**src/rtl/tlk2711_rx_cmd.sv**
```systemverilog
// TLK2711 receive command generator: queues frame descriptors from the RX framer and issues
// one S2MM write command per frame into a circular buffer, counting completed frames.
module tlk2711_rx_cmd #(
   parameter int unsigned ADDR_WIDTH = 32,
   parameter int unsigned DLEN_WIDTH = 16,
   parameter int unsigned QDEPTH     = 4
) (
   input  logic                             clk,
   input  logic                             rst,
   input  logic                             i_soft_rst,
   input  logic                             i_rx_start,
   input  logic [ADDR_WIDTH-1:0]            i_rx_base_addr,
   input  logic [ADDR_WIDTH-1:0]            i_rx_buf_size,
   input  logic                             i_frame_vld,
   input  logic [15:0]                      i_frame_bytes,
   input  logic                             i_frame_last,
   output logic                             o_wr_cmd_req,
   output logic [DLEN_WIDTH+ADDR_WIDTH-1:0] o_wr_cmd_data,
   input  logic                             i_wr_cmd_ack,
   input  logic                             i_dma_wr_done,
   output logic [15:0]                      o_frame_cnt,
   output logic                             o_rx_done,
   output logic                             o_overflow,
   output logic                             o_busy
);

   localparam int unsigned PW = $clog2(QDEPTH);
   localparam int unsigned CW = DLEN_WIDTH + ADDR_WIDTH;

   typedef enum logic [1:0] {StIdle, StArmed, StReq, StWait} state_e;

   state_e                state_q, state_d;
   logic                  start_q;
   logic [ADDR_WIDTH-1:0] addr_q, addr_d, base_q, base_d, size_q, size_d;
   logic [CW-1:0]         cmd_q, cmd_d;
   logic                  last_q, last_d, done_q, done_d, ovf_q, ovf_d;
   logic [15:0]           cnt_q, cnt_d;
   logic [PW:0]           wr_ptr_q, wr_ptr_d, rd_ptr_q, rd_ptr_d;
   logic [16:0]           mem_q [QDEPTH];

   logic                  arm, empty, full, pop, push, push_ok;
   logic [16:0]           head;
   logic [15:0]           len8;
   logic [ADDR_WIDTH:0]   limit, fit_sum, next_sum;
   logic [ADDR_WIDTH-1:0] cmd_addr, next_addr;

   assign arm     = i_rx_start & ~start_q;
   assign empty   = (wr_ptr_q == rd_ptr_q);
   assign full    = (wr_ptr_q[PW] != rd_ptr_q[PW]) && (wr_ptr_q[PW-1:0] == rd_ptr_q[PW-1:0]);
   assign head    = mem_q[rd_ptr_q[PW-1:0]];
   assign len8    = {head[16:4] + 13'(|head[3:1]), 3'b000};
   assign limit   = {1'b0, base_q} + {1'b0, size_q};
   assign fit_sum = {1'b0, addr_q} + (ADDR_WIDTH+1)'(len8);
   // Command that would run past the buffer end restarts at the base instead of splitting.
   assign cmd_addr  = (fit_sum > limit) ? base_q : addr_q;
   assign next_sum  = {1'b0, cmd_q[CW-1:DLEN_WIDTH]} + (ADDR_WIDTH+1)'(cmd_q[DLEN_WIDTH-1:0]);
   assign next_addr = (next_sum == limit) ? base_q : next_sum[ADDR_WIDTH-1:0];

   assign pop     = ~i_soft_rst && (state_q == StArmed) && ~empty;
   assign push_ok = ~i_soft_rst && i_frame_vld && (state_q != StIdle);
   assign push    = push_ok && (~full || pop);

   always_comb begin
      state_d  = state_q;
      addr_d   = addr_q;
      base_d   = base_q;
      size_d   = size_q;
      cmd_d    = cmd_q;
      last_d   = last_q;
      cnt_d    = cnt_q;
      done_d   = 1'b0;
      ovf_d    = ovf_q;
      wr_ptr_d = wr_ptr_q + (PW+1)'(push);
      rd_ptr_d = rd_ptr_q + (PW+1)'(pop);
      if (i_soft_rst) begin
         state_d  = StIdle;
         addr_d   = '0;
         base_d   = '0;
         size_d   = '0;
         cmd_d    = '0;
         last_d   = 1'b0;
         cnt_d    = '0;
         ovf_d    = 1'b0;
         wr_ptr_d = '0;
         rd_ptr_d = '0;
      end else begin
         if (push_ok && full && ~pop) ovf_d = 1'b1;
         unique case (state_q)
            StIdle: begin
               if (arm) begin
                  addr_d  = i_rx_base_addr;
                  base_d  = i_rx_base_addr;
                  size_d  = i_rx_buf_size;
                  cnt_d   = '0;
                  ovf_d   = 1'b0;
                  state_d = StArmed;
               end
            end
            StArmed: begin
               if (~empty) begin
                  if (head[16:1] == 16'd0) begin
                     // Empty frame: account for it without touching the DMA.
                     cnt_d = cnt_q + 16'd1;
                     if (head[0]) begin
                        done_d  = 1'b1;
                        state_d = StIdle;
                     end
                  end else begin
                     cmd_d   = {cmd_addr, DLEN_WIDTH'(len8)};
                     last_d  = head[0];
                     state_d = StReq;
                  end
               end
            end
            StReq: begin
               if (i_wr_cmd_ack) state_d = StWait;
            end
            StWait: begin
               if (i_dma_wr_done) begin
                  cnt_d   = cnt_q + 16'd1;
                  addr_d  = next_addr;
                  done_d  = last_q;
                  state_d = last_q ? StIdle : StArmed;
               end
            end
         endcase
      end
   end

   always_ff @(posedge clk or posedge rst) begin
      if (rst) begin
         state_q  <= StIdle;
         start_q  <= 1'b0;
         addr_q   <= '0;
         base_q   <= '0;
         size_q   <= '0;
         cmd_q    <= '0;
         last_q   <= 1'b0;
         cnt_q    <= '0;
         done_q   <= 1'b0;
         ovf_q    <= 1'b0;
         wr_ptr_q <= '0;
         rd_ptr_q <= '0;
      end else begin
         state_q  <= state_d;
         start_q  <= i_rx_start;
         addr_q   <= addr_d;
         base_q   <= base_d;
         size_q   <= size_d;
         cmd_q    <= cmd_d;
         last_q   <= last_d;
         cnt_q    <= cnt_d;
         done_q   <= done_d;
         ovf_q    <= ovf_d;
         wr_ptr_q <= wr_ptr_d;
         rd_ptr_q <= rd_ptr_d;
      end
   end

   always_ff @(posedge clk) begin
      if (push) mem_q[wr_ptr_q[PW-1:0]] <= {i_frame_bytes, i_frame_last};
   end

   assign o_wr_cmd_req  = (state_q == StReq);
   assign o_wr_cmd_data = cmd_q;
   assign o_frame_cnt   = cnt_q;
   assign o_rx_done     = done_q;
   assign o_overflow    = ovf_q;
   assign o_busy        = (state_q != StIdle);

endmodule
```
**config.mk**
```make
export PLATFORM = sky130hd
export DESIGN_NAME = tlk2711_rx_cmd
export DESIGN_NICKNAME = d
export VERILOG_FILES = /design/src/rtl/tlk2711_rx_cmd.sv
export SDC_FILE = /design/constraint.sdc
export NUM_CORES = 1
export LEC_CHECK = 0
export CAP_MARGIN = 25
export CELL_PAD_IN_SITES_DETAIL_PLACEMENT = 1
export CELL_PAD_IN_SITES_GLOBAL_PLACEMENT = 1
export CORE_ASPECT_RATIO = 0.7
export CORE_MARGIN = 2
export CORE_UTILIZATION = 46
export DETAILED_ROUTE_END_ITERATION = 12
export PLACE_DENSITY = 0.82
export SLEW_MARGIN = 0
export SYNTH_ARGS = -nofsm -noshare
export SYNTH_HDL_FRONTEND = slang
export SYNTH_SLANG_ARGS = --single-unit
```
**constraint.sdc**
```tcl
create_clock -name clk -period 7.1 [get_ports clk]
set_input_delay 1.065 -clock clk [delete_from_list [all_inputs] [get_ports clk]]
set_output_delay 1.065 -clock clk [all_outputs]
set_load 0.01 [all_outputs]
```
## Word level (Yosys, flattened, before mapping)

Memory sizes are Yosys's and may differ from the RTL's.
Index checks and enable logic that the tools add are counted.

- Register bits: 172
- RAM bits: 68
- Bits of input ports: 88
- Output and inout port bits: 68
- Memories kept: 1

- Add/subtract/negate cells: 7
- Magnitude comparators: 1
- Equal/unequal tests: 15
- Mux-type cells: 48
- Bitwise logic cells: 6
- Reduce and logical (&&, ||, !) cells: 23

Memories:

| memory | depth | bits a word | read ports | clocked after memory_dff | write ports | line | source |
|---|---|---|---|---|---|---|---|
| mem_q | 4 | 17 | 1 | 0 | 1 | 39 | `logic [16:0] mem_q [QDEPTH];` |

Operators by type and width:

| operator | count |
|---|---|
| two-way mux 32 bit | 10 |
| two-way mux 48 bit | 4 |
| two-way mux 16 bit | 5 |
| adder 32 x 16 -> 33 bit | 2 |
| one-hot mux 32 bit (2 select lines) | 1 |
| one-hot mux 16 bit (3 select lines) | 1 |
| adder 32 x 32 -> 33 bit | 1 |
| equality test 33 bit | 1 |
| greater-than comparator 33 bit | 1 |
| adder 16 x 1 -> 16 bit (second input constant) | 1 |
| zero test 16 bit | 1 |
| two-way mux 1 bit | 16 |
| two-way mux 2 bit | 7 |
| adder 13 x 1 -> 13 bit | 1 |
| AND reduction 5 bit | 2 |
| != test 3 bit (second input constant) | 3 |
| logical AND 1 bit | 8 |
| one-hot mux 2 bit (4 select lines) | 1 |
| nonzero test 2 bit | 4 |
| adder 3 x 1 -> 3 bit | 2 |
| two-way mux 3 bit | 2 |
| != test 3 x 2 -> 1 bit (second input constant) | 2 |
| AND reduction 3 bit | 2 |
| inverter 1 bit | 5 |
| other kinds (15) | 17 |

## Logic depth before layout (Yosys ltp)

Gate-level depths: netlist of run 1.
An unclocked memory read counts as a cell.

- Depth in word-level cells: 10
- Depth in mapped cells: 34
- Depth with buffers taken out: 31

## Worst setup path before layout of run 1

OpenSTA, ideal clock, no wires.

- Path type: reg-to-reg
- Start: register rd_ptr_q[1]
- End: register cmd_q[25], in the netlist o_wr_cmd_data[25]
- Setup time: 0.133 ns
- Arrival time: 6.123 ns
- Required time: 6.967 ns
- Setup slack: 0.844 ns
- Cell stages (with the launch flop): 34
- Path buffers: 3
- Path through: dfrtp_1 > buf_2 > buf_1 > nor4_1 > a21oi_1 > a21oi_1 > inv_1 > ha_1 > ha_1 > ha_1 > a21o_1 > a21oi_1 > o21ai_0 > a31oi_1 > o21ai_0 > a21o_1 > a21o_1 > a41o_1 > nand2_1 > nor2_1 > xnor2_1 > ha_1 > a21o_1 > a21o_1 > a21o_1 > a21o_1 > a21o_1 > a31oi_1 > o21ai_0 > o21ai_0 > a31oi_1 > clkbuf_1 > mux2i_1 > o21ai_0

- Word-level cells in the longest chain between the ends: 10
- Elaborated cells between the ends (all ways): 15
- Classes of those cells: add/sub: 2; order compare: 1; eq/ne: 3; mux: 5; reduce/logical: 3; memory: 1

RTL lines:

| what | line | source |
|---|---|---|
| from (decl) | 38 | `logic [PW:0] wr_ptr_q, wr_ptr_d, rd_ptr_q, rd_ptr_d;` |
| from (signal assigned) | 156 | `rd_ptr_q <= rd_ptr_d;` |
| memory (4 x 17 bit) | - |  |
| OR reduction 3 bit | 51 | `assign len8 = {head[16:4] + 13'(\|head[3:1]), 3'b000};` |
| adder 13 x 1 -> 13 bit | 51 |  |
| adder 32 x 16 -> 33 bit | 53 | `assign fit_sum = {1'b0, addr_q} + (ADDR_WIDTH+1)'(len8);` |
| greater-than comparator 33 bit | 55 | `assign cmd_addr = (fit_sum > limit) ? base_q : addr_q;` |
| two-way mux 32 bit | 55 |  |
| two-way mux 48 bit | 101 | `if (head[16:1] == 16'd0) begin` |
| two-way mux 48 bit | 100 | `if (~empty) begin` |
| two-way mux 48 bit | 88 | `unique case (state_q)` |
| two-way mux 48 bit | 75 | `if (i_soft_rst) begin` |
| to (signal assigned) | 150 | `cmd_q <= cmd_d;` |
| to (decl) | 35 | `logic [CW-1:0] cmd_q, cmd_d;` |

Several ways; a longest one is shown, not always the timed one. The select of a mux whose other input is x is not followed.
A chain may end at the register's enable or synchronous reset.

## Worst setup path in the final report of run 1

- Start: register rd_ptr_q[1]
- End: register cmd_q[17], in the netlist o_wr_cmd_data[17]

The elaborated chain is that of the path after synthesis.

==> results of run 1 <==
-- layout make-up --
cell class / count / area, um^2
clock buffers: 35 / 746
clock inverters: 13 / 151
fillers: 3624 / 15000
inverters: 33 / 129
multi-input cells: 1177 / 8800
flip-flops and latches: 237 / 6270
well taps: 435 / 544
repair buffers: 176 / 1740
-- registers in the layout, indices dropped and copies added (netlist names), 2 cells and up --
signal and count:
o_frame_cnt 16, state_q 2, size_q 32, wr_ptr_q 3, mem_q 68, base_q 32, addr_q 32, rd_ptr_q 3
o_wr_cmd_data 45
-- metrics by stage --
step / TNS (ns) / std cells / util (%) / total power (W) / setup slack (ns)
2_1_floorplan: 0 / 1536 / - / 0.00343 / 0.844
5_1_grt: -0.727 / 2106 / 55.1 / 0.00611 / -0.0726
6_report: 0 / 2106 / 55.1 / 0.00587 / 0.267
3_3_place_gp: 0 / 2050 / 52.1 / 0.00416 / 0.798
3_5_place_dp: 0 / 2052 / 52.2 / 0.00430 / 0.263
4_1_cts: 0 / 2100 / 54.8 / 0.00577 / 0.228
-- cell usage in the layout (no fill, tap or decap), types with 8 or more instances in the layout --
master	n
sky130_fd_sc_hd__a211oi_1	12
sky130_fd_sc_hd__a21o_1	27
sky130_fd_sc_hd__a21oi_1	73
sky130_fd_sc_hd__a22o_1	78
sky130_fd_sc_hd__a22oi_1	33
sky130_fd_sc_hd__and2_1	8
sky130_fd_sc_hd__and3_1	21
sky130_fd_sc_hd__and4_1	10
sky130_fd_sc_hd__buf_4	16
sky130_fd_sc_hd__clkbuf_16	27
sky130_fd_sc_hd__clkdlybuf4s50_1	152
sky130_fd_sc_hd__dfrtp_1	169
sky130_fd_sc_hd__edfxtp_1	68
sky130_fd_sc_hd__ha_1	107
sky130_fd_sc_hd__inv_1	32
sky130_fd_sc_hd__mux2i_1	34
sky130_fd_sc_hd__mux4_2	14
sky130_fd_sc_hd__nand2_1	124
sky130_fd_sc_hd__nand2b_1	11
sky130_fd_sc_hd__nand3_1	51
sky130_fd_sc_hd__nand4_1	57
sky130_fd_sc_hd__nor2_1	67
sky130_fd_sc_hd__nor2b_1	18
sky130_fd_sc_hd__nor3_1	29
sky130_fd_sc_hd__nor4_1	9
sky130_fd_sc_hd__o211ai_1	12
sky130_fd_sc_hd__o211ai_2	11
sky130_fd_sc_hd__o21a_1	13
sky130_fd_sc_hd__o21ai_0	89
sky130_fd_sc_hd__o21ai_1	18
sky130_fd_sc_hd__or3_1	12
sky130_fd_sc_hd__xnor2_1	66
sky130_fd_sc_hd__xnor3_1	8
sky130_fd_sc_hd__xor2_1	47
-- cells by family after synthesis --
logic type	after synthesis
adder cells (fa/ha/maj)	110
XOR/XNOR	123
AND/OR/NAND/NOR	450
flip-flops	237
AO/OA/AOI/OAI	442
buffers and inverters	122
other	1
multiplexers	49
-- worst paths after layout --
check                                 start                end  slack (ns)  cells past startpoint
worst max-delay path            rd_ptr_q[1]  o_wr_cmd_data[17]        0.27                     32
worst min-delay path             size_q[19]         size_q[19]        0.51                      1
worst max register to register  rd_ptr_q[1]  o_wr_cmd_data[17]        0.27                     32
worst min register to register   size_q[19]         size_q[19]        0.51                      1
max in group asynchronous               rst         addr_q[12]        5.09                      3
min in group asynchronous               rst         size_q[23]        0.98                      2
-- cell usage after synthesis (11+ instances only) --
library cell,count
sky130_fd_sc_hd__a211oi_1,12
sky130_fd_sc_hd__a21o_1,27
sky130_fd_sc_hd__a21oi_1,74
sky130_fd_sc_hd__a22o_1,78
sky130_fd_sc_hd__a22oi_1,33
sky130_fd_sc_hd__and3_1,21
sky130_fd_sc_hd__buf_2,13
sky130_fd_sc_hd__clkbuf_1,62
sky130_fd_sc_hd__dfrtp_1,169
sky130_fd_sc_hd__edfxtp_1,68
sky130_fd_sc_hd__ha_1,107
sky130_fd_sc_hd__inv_1,33
sky130_fd_sc_hd__mux2i_1,34
sky130_fd_sc_hd__mux4_2,14
sky130_fd_sc_hd__nand2_1,124
sky130_fd_sc_hd__nand2b_1,11
sky130_fd_sc_hd__nand3_1,51
sky130_fd_sc_hd__nand4_1,57
sky130_fd_sc_hd__nor2_1,69
sky130_fd_sc_hd__nor2b_1,18
sky130_fd_sc_hd__nor3_1,31
sky130_fd_sc_hd__o211ai_1,12
sky130_fd_sc_hd__o211ai_2,11
sky130_fd_sc_hd__o21a_1,13
sky130_fd_sc_hd__o21ai_0,92
sky130_fd_sc_hd__o21ai_1,16
sky130_fd_sc_hd__or3_1,12
sky130_fd_sc_hd__xnor2_1,66
sky130_fd_sc_hd__xor2_1,47
-- what timing repair did --
action | CTS | global route
endpoints found under the setup margin | 0 | 32
gates resized for setup | 0 | 8
setup buffers | 0 | 1
endpoints found under the hold margin | 0 | 0
-- per-layer routing --
| metal | vias to the layer above | part of all wire, % | global-route usage, % |
|---|---|---|---|
| li1 | 6017 | - | - |
| met1 | 7068 | 45 | 47.3 |
| met2 | 726 | 41 | 47.6 |
| met3 | 109 | 12 | 11.6 |
| met4 | 2 | 2.3 | 7.08 |
| met5 | - | 0.012 | 0 |
-- power groups by stage --
stage,combinational (W),sequential [W],clock (W)
2_1_floorplan,0.00172,0.00171,0
3_3_place_gp,0.00234,0.00182,0
3_5_place_dp,0.00247,0.00183,0
4_1_cts,0.00251,0.00181,0.00146
5_1_grt,0.00277,0.00183,0.00151
6_report,0.00259,0.00183,0.00145
==> results.yml, run 1 <==
outcome:
  status: "completed"
sta:
  report.final.slew_viol_count: 0
  period_minus_slack_ns: 6.83
  final_setup_skew_ns: 0.0249
  worst_tran_pin_value_ns: 1.06
  final_min_period_over_clock_period_pct: 96.2
  hold_slack_ns: 0.508
  max-slew-margin-rel_pct: 29.2
  timing_hold_violations_final: 0
  setup-violations-final: 0
  fmaxAchievable_mhz: 146
drt:
  postRouteAntennaNets: 0
  vias: 13900
  avgRoutedWirePerCell_um: 27.7
  viasPerCell: 6.61
  detail_route.first_pass.iterations: 6
  detail_route.wirelength_um: 58400
  violation_count_after_the_first_detailed_route_iteration: 1641
  drcViolationCount: 0
synthesis:
  dominant_synthesized_flop_cell: "sky130_fd_sc_hd__dfrtp_1"
  post-synth-top-area-fraction_pct: 27.2
  synth.top_cells.by_area: "sky130_fd_sc_hd__dfrtp_1 (27%), sky130_fd_sc_hd__edfxtp_1 (13%), sky130_fd_sc_hd__ha_1 (8.6%), sky130_fd_sc_hd__a22o_1 (4.4%), sky130_fd_sc_hd__xnor2_1 (3.7%)"
  synth_area_mm2: 0.0155
  avgSynthCellArea_um2: 10.1
  combinational_family_with_the_most_area_after_synthesis: "compound AO/OA/AOI/OAI gates"
  synth_xor_area_share_pct: 7.80
  yosysSeqAreaShare_pct: 40.4
  synth_compound_area_share_pct: 20.0
  synth_adder_area_share_pct: 9.01
  yosysUniqueCellTypes: 87
  synth_simple_gate_area_share_pct: 15.1
  netlist_instances: 1534
  synthesis.yosys.warnings: 0
  synth_async_sr_flop_share_pct: 71.3
  netlist.top_cell.by_area: "sky130_fd_sc_hd__dfrtp_1"
  post_synth_mux_area_share_pct: 4.30
  synth-edff-count: 68
  register_bit_count_reported_by_yosys: 237
cts:
  ctsHoldBuffers: 0
  clk_path_buf_depth: 3
  cts.sinks: 237
  cts.reportedPaths.clkPinSlew_ns: 0.07
  cts_buffers: 26
  clock_tree.root_cell: "sky130_fd_sc_hd__clkbuf_16"
  htree_levels: 1
  clkLatencyLatePin_ns: 0.57
  cts_tree: "built"
critical_path:
  path_max_fanout: 16
  cp.arrival_ns: 7.25
  kind_of_start_point_of_the_critical_path: "flop"
  worst_path_class_setup: "flop to flop"
  cpPeakStageDelay_ns: 0.45
  critPathSlowestCell: "sky130_fd_sc_hd__dfrtp_1"
  cp_common_cell: "sky130_fd_sc_hd__a21o_1"
  setup_crit_end_kind: "flop"
  path_delay_family: "compound AO/OA/AOI/OAI gates"
  required_ns: 7.51
  buf_inv_on_cp: 2
cells_and_area:
  post_route_cells_drive_above_1_share_pct: 7.84
  area_growth_pct: 18.4
  number_of_diodes_added_for_antenna_fixing: 0
  num-nets-final: 1849
  post-route-cell-area_mm2: 0.0184
placed_design:
  gp_congestion: 0.925
  dpl_cell_area_mm2: 0.0174
  port_buffers: 152
  dp_hpwl_um: 43200
power_and_ir_drop:
  p_per_area_mw_per_mm2: 319
  p_int_w: 0.00344
  netSwitchingPower_w: 0.00242
  power.share.clock_pct: 24.7
  power.ir.vdd_worst_mv: 0.229
  power.switching_fraction_pct: 41.3
  sequentialPowerShare_pct: 31.1
  total_leakage_power_nw: 7.70
  combPwrFrac_pct: 44.2
floorplan:
  placementRows: 56
  floorplan.die_area_mm2: 0.0353
  top_level_ports: 156
  core_area_mm2: 0.0334
  initial_core_util_pct: 46.5
  die-width_um: 224
  die_y_um: 158
grt:
  globalRouteOverflowTotal: 0
  global_route.usage.total_pct: 32.9
  grt_first_pass_wirelength_um: 87100
  number_of_antenna_violations_at_the_first_check_in_global_routing: 1
  maximum_number_of_pins_on_one_net_before_global_route_repair: 72
  grt_pass1_vias: 13800
min_path:
  class_of_the_worst_hold_path: "flop to flop"
flow_run:
  maxCapViolCount: 0
(Power assumes the default switching activity.)
==> run 2: changes to the inputs <==
- CORE_UTILIZATION: 46 -> 49
- PLACE_DENSITY: 0.82 -> 0.86
- clock period: 7.1 -> 8.3 ns (I/O delays scaled with it)
==> run 2 against run 1 <==
Effect of this change: die area fell by 6.0%; utilization rose by 3.5 points; non-clock buffer count fell by 5; flip-flop and latch count did not move; highest routed layer unchanged; register-to-register slack improved by 0.34 ns; critical path depth did not move; largest cell class unchanged.
==> results.yml, run 2 (synthesis gave the netlist of run 1 again) <==
floorplan:
  floorplan.die_area_mm2: 0.0331
  die-width_um: 217
  placementRows: 54
  initial_core_util_pct: 49.8
  die_y_um: 153
  core_area_mm2: 0.0311
  top_level_ports: 156
cts:
  post-cts-setup-buffers: 0
  clkLatencyLatePin_ns: 0.56
  ctsHoldBuffers: 0
  cts.reportedPaths.clkPinSlew_ns: 0.07
  clk_path_buf_depth: 3
  cts.sinks: 237
  cts_resized: 0
  cts_tree: "built"
  htree_levels: 1
  clock_tree.root_cell: "sky130_fd_sc_hd__clkbuf_16"
  cts_buffers: 26
drt:
  vias: 13900
  detail_route.wirelength_um: 57400
  postRouteAntennaNets: 0
  detail_route.first_pass.iterations: 5
  viasPerCell: 6.65
  avgRoutedWirePerCell_um: 27.5
  violation_count_after_the_first_detailed_route_iteration: 1499
  drcViolationCount: 0
power_and_ir_drop:
  power.ir.vdd_worst_mv: 0.176
  total_leakage_power_nw: 7.66
  p_per_area_mw_per_mm2: 273
placed_design:
  port_buffers: 152
  dp_hpwl_um: 43000
  gp_congestion: 0.979
critical_path:
  cp.arrival_ns: 8.12
  critPathSlowestCell: "sky130_fd_sc_hd__a31oi_4"
  path_delay_family: "compound AO/OA/AOI/OAI gates"
  kind_of_start_point_of_the_critical_path: "flop"
  worst_path_class_setup: "flop to flop"
  setup_crit_end_kind: "flop"
  required_ns: 8.73
  cpPeakStageDelay_ns: 0.70
  cp_common_cell: "sky130_fd_sc_hd__o21ai_0"
  path_max_fanout: 17
  buf_inv_on_cp: 3
sta:
  setup-violations-final: 0
  timing_hold_violations_final: 0
  worst_tran_pin_value_ns: 1.09
  report.final.slew_viol_count: 0
  fmaxAchievable_mhz: 130
  setup_tns_ns: 0
  final_min_period_over_clock_period_pct: 92.7
  final_setup_skew_ns: 0.0140
  period_minus_slack_ns: 7.70
  max-slew-margin-rel_pct: 26.7
  rsz0062_at_grt: "no"
grt:
  maximum_number_of_pins_on_one_net_before_global_route_repair: 86
  grt_first_pass_wirelength_um: 87000
  global_route.usage.total_pct: 34.6
  number_of_antenna_violations_at_the_first_check_in_global_routing: 2
  grt_pass1_vias: 14000
  globalRouteOverflowTotal: 0
flow_run:
  maxCapViolCount: 0
cells_and_area:
  area_of_the_multi_input_gates_mm2: 0.00878
  largest_register_ff_count: 68
  final_util_pct: 58.6
  layout_commonest_cell: "sky130_fd_sc_hd__dfrtp_1"
  post_route_cells_drive_above_1_share_pct: 7.32
  most-common-layout-cells: "sky130_fd_sc_hd__dfrtp_1 (169), sky130_fd_sc_hd__clkdlybuf4s50_1 (152), sky130_fd_sc_hd__nand2_1 (124)"
  num-nets-final: 1844
  num-fill-cells: 3408
  layout.area.seq_mm2: 0.00627
  area_growth_pct: 17.7
min_path:
  class_of_the_worst_hold_path: "flop to flop"
outcome:
  status: "completed"
-- run 2: cell types whose count changed in the layout (fill, tap and decap cells not counted), moves of 2 or more --
| cell | previous run | this run |
|---|---|---|
| sky130_fd_sc_hd__o21ai_0 | 89 | 92 |
| sky130_fd_sc_hd__clkinvlp_2 | 2 | 0 |
| sky130_fd_sc_hd__buf_6 | 2 | 0 |
| sky130_fd_sc_hd__clkinv_4 | 2 | 0 |
| sky130_fd_sc_hd__o21ai_1 | 18 | 15 |
| sky130_fd_sc_hd__clkinv_2 | 3 | 6 |
| sky130_fd_sc_hd__buf_4 | 16 | 14 |
-- run 2: worst reg2reg max path: cells and delay by family (launching register included) --
family	cells	cell delay, ns
adders and majority gates	4	0.93
DFF	1	0.62
xor gates and xnor gates	2	0.41
buffers and inverters	3	0.91
AOI/OAI and AO/OA	18	3.90
and+or+nand+nor	4	0.53
muxes	1	0.27
-- run 2: layout make-up --
cell class	instances	share of cell area (%)
antenna	1	0.0137
clock buffer	35	3.97
clock inverter	13	0.829
inverter	33	0.706
multi-input combinational	1177	48.1
sequential	237	34.3
tap	420	2.88
timing repair buffer	171	9.19
-- run 2: path summary, 6_finish.rpt --
check                                 start           endpoint  slack [ns]  cells after the start
worst max-delay path            rd_ptr_q[0]  o_wr_cmd_data[22]        0.60                     32
worst min-delay path             size_q[21]         size_q[21]        0.51                      1
worst max register to register  rd_ptr_q[0]  o_wr_cmd_data[22]        0.60                     32
worst min register to register   size_q[21]         size_q[21]        0.51                      1
max in group asynchronous               rst          addr_q[6]        5.83                      3
min in group asynchronous               rst         size_q[24]        1.22                      2
-- run 2: per-stage QoR --
| stage | instances | area [um^2] | worst slack (ns) | hold slack, ns | total power (W) |
|---|---|---|---|---|---|
| after floorplan | 1536 | 15500 | 2.04 | 0.477 | 0.00293 |
| after global placement | 2033 | 17300 | 1.42 | 0.500 | 0.00356 |
| after detailed placement | 2034 | 17400 | 0.956 | 0.502 | 0.00367 |
| after CTS | 2082 | 18200 | 0.741 | 0.518 | 0.00490 |
| after global routing | 2086 | 18300 | 0.0673 | 0.535 | 0.00519 |
| final | 2087 | 18300 | 0.602 | 0.508 | 0.00499 |
-- run 2: per-layer routing --
| metal | track usage, % | vias to the layer above | wire (um) |
|---|---|---|---|
| met1 | 50.3 | 6998 | 24800 |
| met4 | 7.47 | 2 | 1280 |
| met2 | 49.0 | 756 | 23700 |
| li1 | - | 6015 | - |
| met3 | 12.6 | 105 | 7630 |
| met5 | 0 | - | 13 |
-- run 2: where the power goes --
| part | leakage (nW) | total [W] | switching [W] | internal [W] |
|---|---|---|---|---|
| registers | 2.92 | 0.00156 | 0.000225 | 0.00133 |
| clock network | 0.431 | 0.00121 | 0.000507 | 0.000706 |
| logic | 4.31 | 0.00221 | 0.00134 | 0.000874 |
==> run 3: changes to the inputs <==
- CORE_MARGIN: 2 -> not set
- SLEW_MARGIN: 0 -> 20
- clock period: 8.3 -> 9.5 ns (I/O delays scaled with it)
==> run 3 against run 2 <==
Effect of this change: global-route usage rose by 1.5 points; final cell count is 0.29% lower; die area decreased by 2.2%; fmax is 1.4% lower; critical path depth fell by 3; largest cell class unchanged; critical endpoint unchanged; power down 12%; sequential share of layout area about the same; count of clock-buffer cells in the layout fell by 6.
==> results.yml, run 3 (synthesis gave the netlist of run 1 again) <==
drt:
  detail_route.wirelength_um: 58500
  viasPerCell: 6.70
  detail_route.first_pass.iterations: 5
  violation_count_after_the_first_detailed_route_iteration: 1674
  vias: 14000
  postRouteAntennaNets: 0
  drcViolationCount: 0
  avgRoutedWirePerCell_um: 28.1
cells_and_area:
  area_growth_pct: 17.8
  final_util_pct: 58.7
  fin_cells: 2081
  num-nets-final: 1842
  number_of_diodes_added_for_antenna_fixing: 0
  area_of_the_multi_input_gates_mm2: 0.00879
  layout_commonest_cell: "sky130_fd_sc_hd__dfrtp_1"
  most-common-layout-cells: "sky130_fd_sc_hd__dfrtp_1 (169), sky130_fd_sc_hd__clkdlybuf4s50_1 (152), sky130_fd_sc_hd__nand2_1 (124)"
  post-route-cell-area_mm2: 0.0183
  layout.area.seq_mm2: 0.00627
  num-fill-cells: 3375
  post_route_cells_drive_above_1_share_pct: 7.16
  largest_register_ff_count: 68
power_and_ir_drop:
  power.switching_fraction_pct: 41.6
  sequentialPowerShare_pct: 31.0
  netSwitchingPower_w: 0.00183
  p_per_area_mw_per_mm2: 241
  total_leakage_power_nw: 7.67
  combPwrFrac_pct: 44.6
  p_int_w: 0.00257
  power.share.clock_pct: 24.4
  power.ir.vdd_worst_mv: 0.172
min_path:
  hold-path-cell-count: 1
  endpoint_of_the_worst_hold_timing_path: "size_q[21]"
  worst_hold_startpoint: "size_q[21]"
  class_of_the_worst_hold_path: "flop to flop"
cts:
  cts_resized: 0
  clkLatencyLatePin_ns: 0.57
  clk_path_buf_depth: 3
  ctsHoldBuffers: 0
  clock_tree.root_cell: "sky130_fd_sc_hd__clkbuf_16"
  cts.reportedPaths.clkPinSlew_ns: 0.07
  cts_tree: "built"
  post-cts-setup-buffers: 0
  cts.sinks: 237
  cts_buffers: 25
  htree_levels: 1
grt:
  grt_first_pass_wirelength_um: 88100
  global_route.usage.total_pct: 36.1
  grt_pass1_vias: 14000
  globalRouteOverflowTotal: 0
  number_of_antenna_violations_at_the_first_check_in_global_routing: 4
  maximum_number_of_pins_on_one_net_before_global_route_repair: 95
floorplan:
  placementRows: 54
  die_y_um: 151
  die-width_um: 215
  floorplan.die_area_mm2: 0.0324
  core_area_mm2: 0.0311
  initial_core_util_pct: 49.8
  top_level_ports: 156
critical_path:
  worst_path_class_setup: "flop to flop"
  cp.arrival_ns: 8.24
  crit_path_start: "rd_ptr_q[0]"
  kind_of_start_point_of_the_critical_path: "flop"
  cpPeakStageDelay_ns: 0.70
  worst_r2r_startpoint: "rd_ptr_q[0]"
  required_ns: 9.93
  path_max_fanout: 22
  setup_crit_end_kind: "flop"
  path_delay_family: "compound AO/OA/AOI/OAI gates"
  r2r_setup_slack_ns: 1.69
  r2r_cells: 29
  buf_inv_on_cp: 3
  critPathSlowestCell: "sky130_fd_sc_hd__dfrtp_1"
  crit-reg2reg-capture: "o_wr_cmd_data[22]"
sta:
  final_min_period_over_clock_period_pct: 82.2
  setup_tns_ns: 0
  worst_tran_pin_value_ns: 1.24
  timing_hold_violations_final: 0
  fmaxAchievable_mhz: 128
  max-slew-margin-rel_pct: 16.9
  rsz0062_at_grt: "no"
  setup-violations-final: 0
  final_setup_skew_ns: 0.0267
  report.final.slew_viol_count: 0
  period_minus_slack_ns: 7.81
flow_run:
  maxCapViolCount: 0
placed_design:
  gp_congestion: 0.952
  dp_hpwl_um: 43500
  placed_cells_incl_taps: 2034
  dpl_cell_area_mm2: 0.0174
  port_buffers: 152
outcome:
  status: "completed"
[run 3: cell count changes in the layout (fill, tap and decap cells not counted), sizes merged]
cell / before / now
buf: 18 / 17
bufinv: 3 / 5
clkbuf: 36 / 30
clkinv: 9 / 8
diode: 1 / 0
inv: 33 / 34
[run 3: stage by stage]
step / power [W] / hold slack [ns] / setup slack, ns
6_report: 0.00440 / 0.511 / 1.69
3_3_place_gp: 0.00311 / 0.498 / 2.50
4_1_cts: 0.00432 / 0.517 / 1.83
5_1_grt: 0.00457 / 0.531 / 1.27
3_5_place_dp: 0.00322 / 0.505 / 2.06
2_1_floorplan: 0.00256 / 0.477 / 3.24
[run 3: final cells by class]
| class | instances | share of cell area [%] |
|---|---|---|
| clock inverters | 15 | 1.10 |
| flip-flops and latches | 237 | 34.3 |
| inverters | 33 | 0.705 |
| multi-input cells | 1177 | 48.1 |
| repair buffers | 170 | 9.32 |
| well taps | 420 | 2.87 |
| clock buffers | 29 | 3.61 |
[run 3: worst max-delay path by stage]
stage / endpoint / depth (start not counted)
detailed placement: o_wr_cmd_data[22] / 31
global route: o_wr_cmd_data[41] / 29
finish: o_wr_cmd_data[22] / 29
global placement: o_wr_cmd_data[44] / 31
CTS: o_wr_cmd_data[22] / 29
floorplan: o_wr_cmd_data[25] / 33
[run 3: layer usage]
metal / GRT usage, % / share of wire [%] / wire length, um
met1: 51.7 / 44 / 25900
met2: 52.3 / 42 / 24300
met3: 12.1 / 12 / 6870
met4: 8.75 / 2.4 / 1430
met5: 0 / 0.063 / 37
[run 3: power by group through the flow]
| stage | clock network (W) | registers, W | logic, W |
|---|---|---|---|
| after floorplan | 0 | 0.00128 | 0.00128 |
| after global placement | 0 | 0.00136 | 0.00175 |
| after detailed placement | 0 | 0.00137 | 0.00185 |
| after CTS | 0.00108 | 0.00135 | 0.00189 |
| after global routing | 0.00111 | 0.00137 | 0.00208 |
| final | 0.00107 | 0.00136 | 0.00196 |
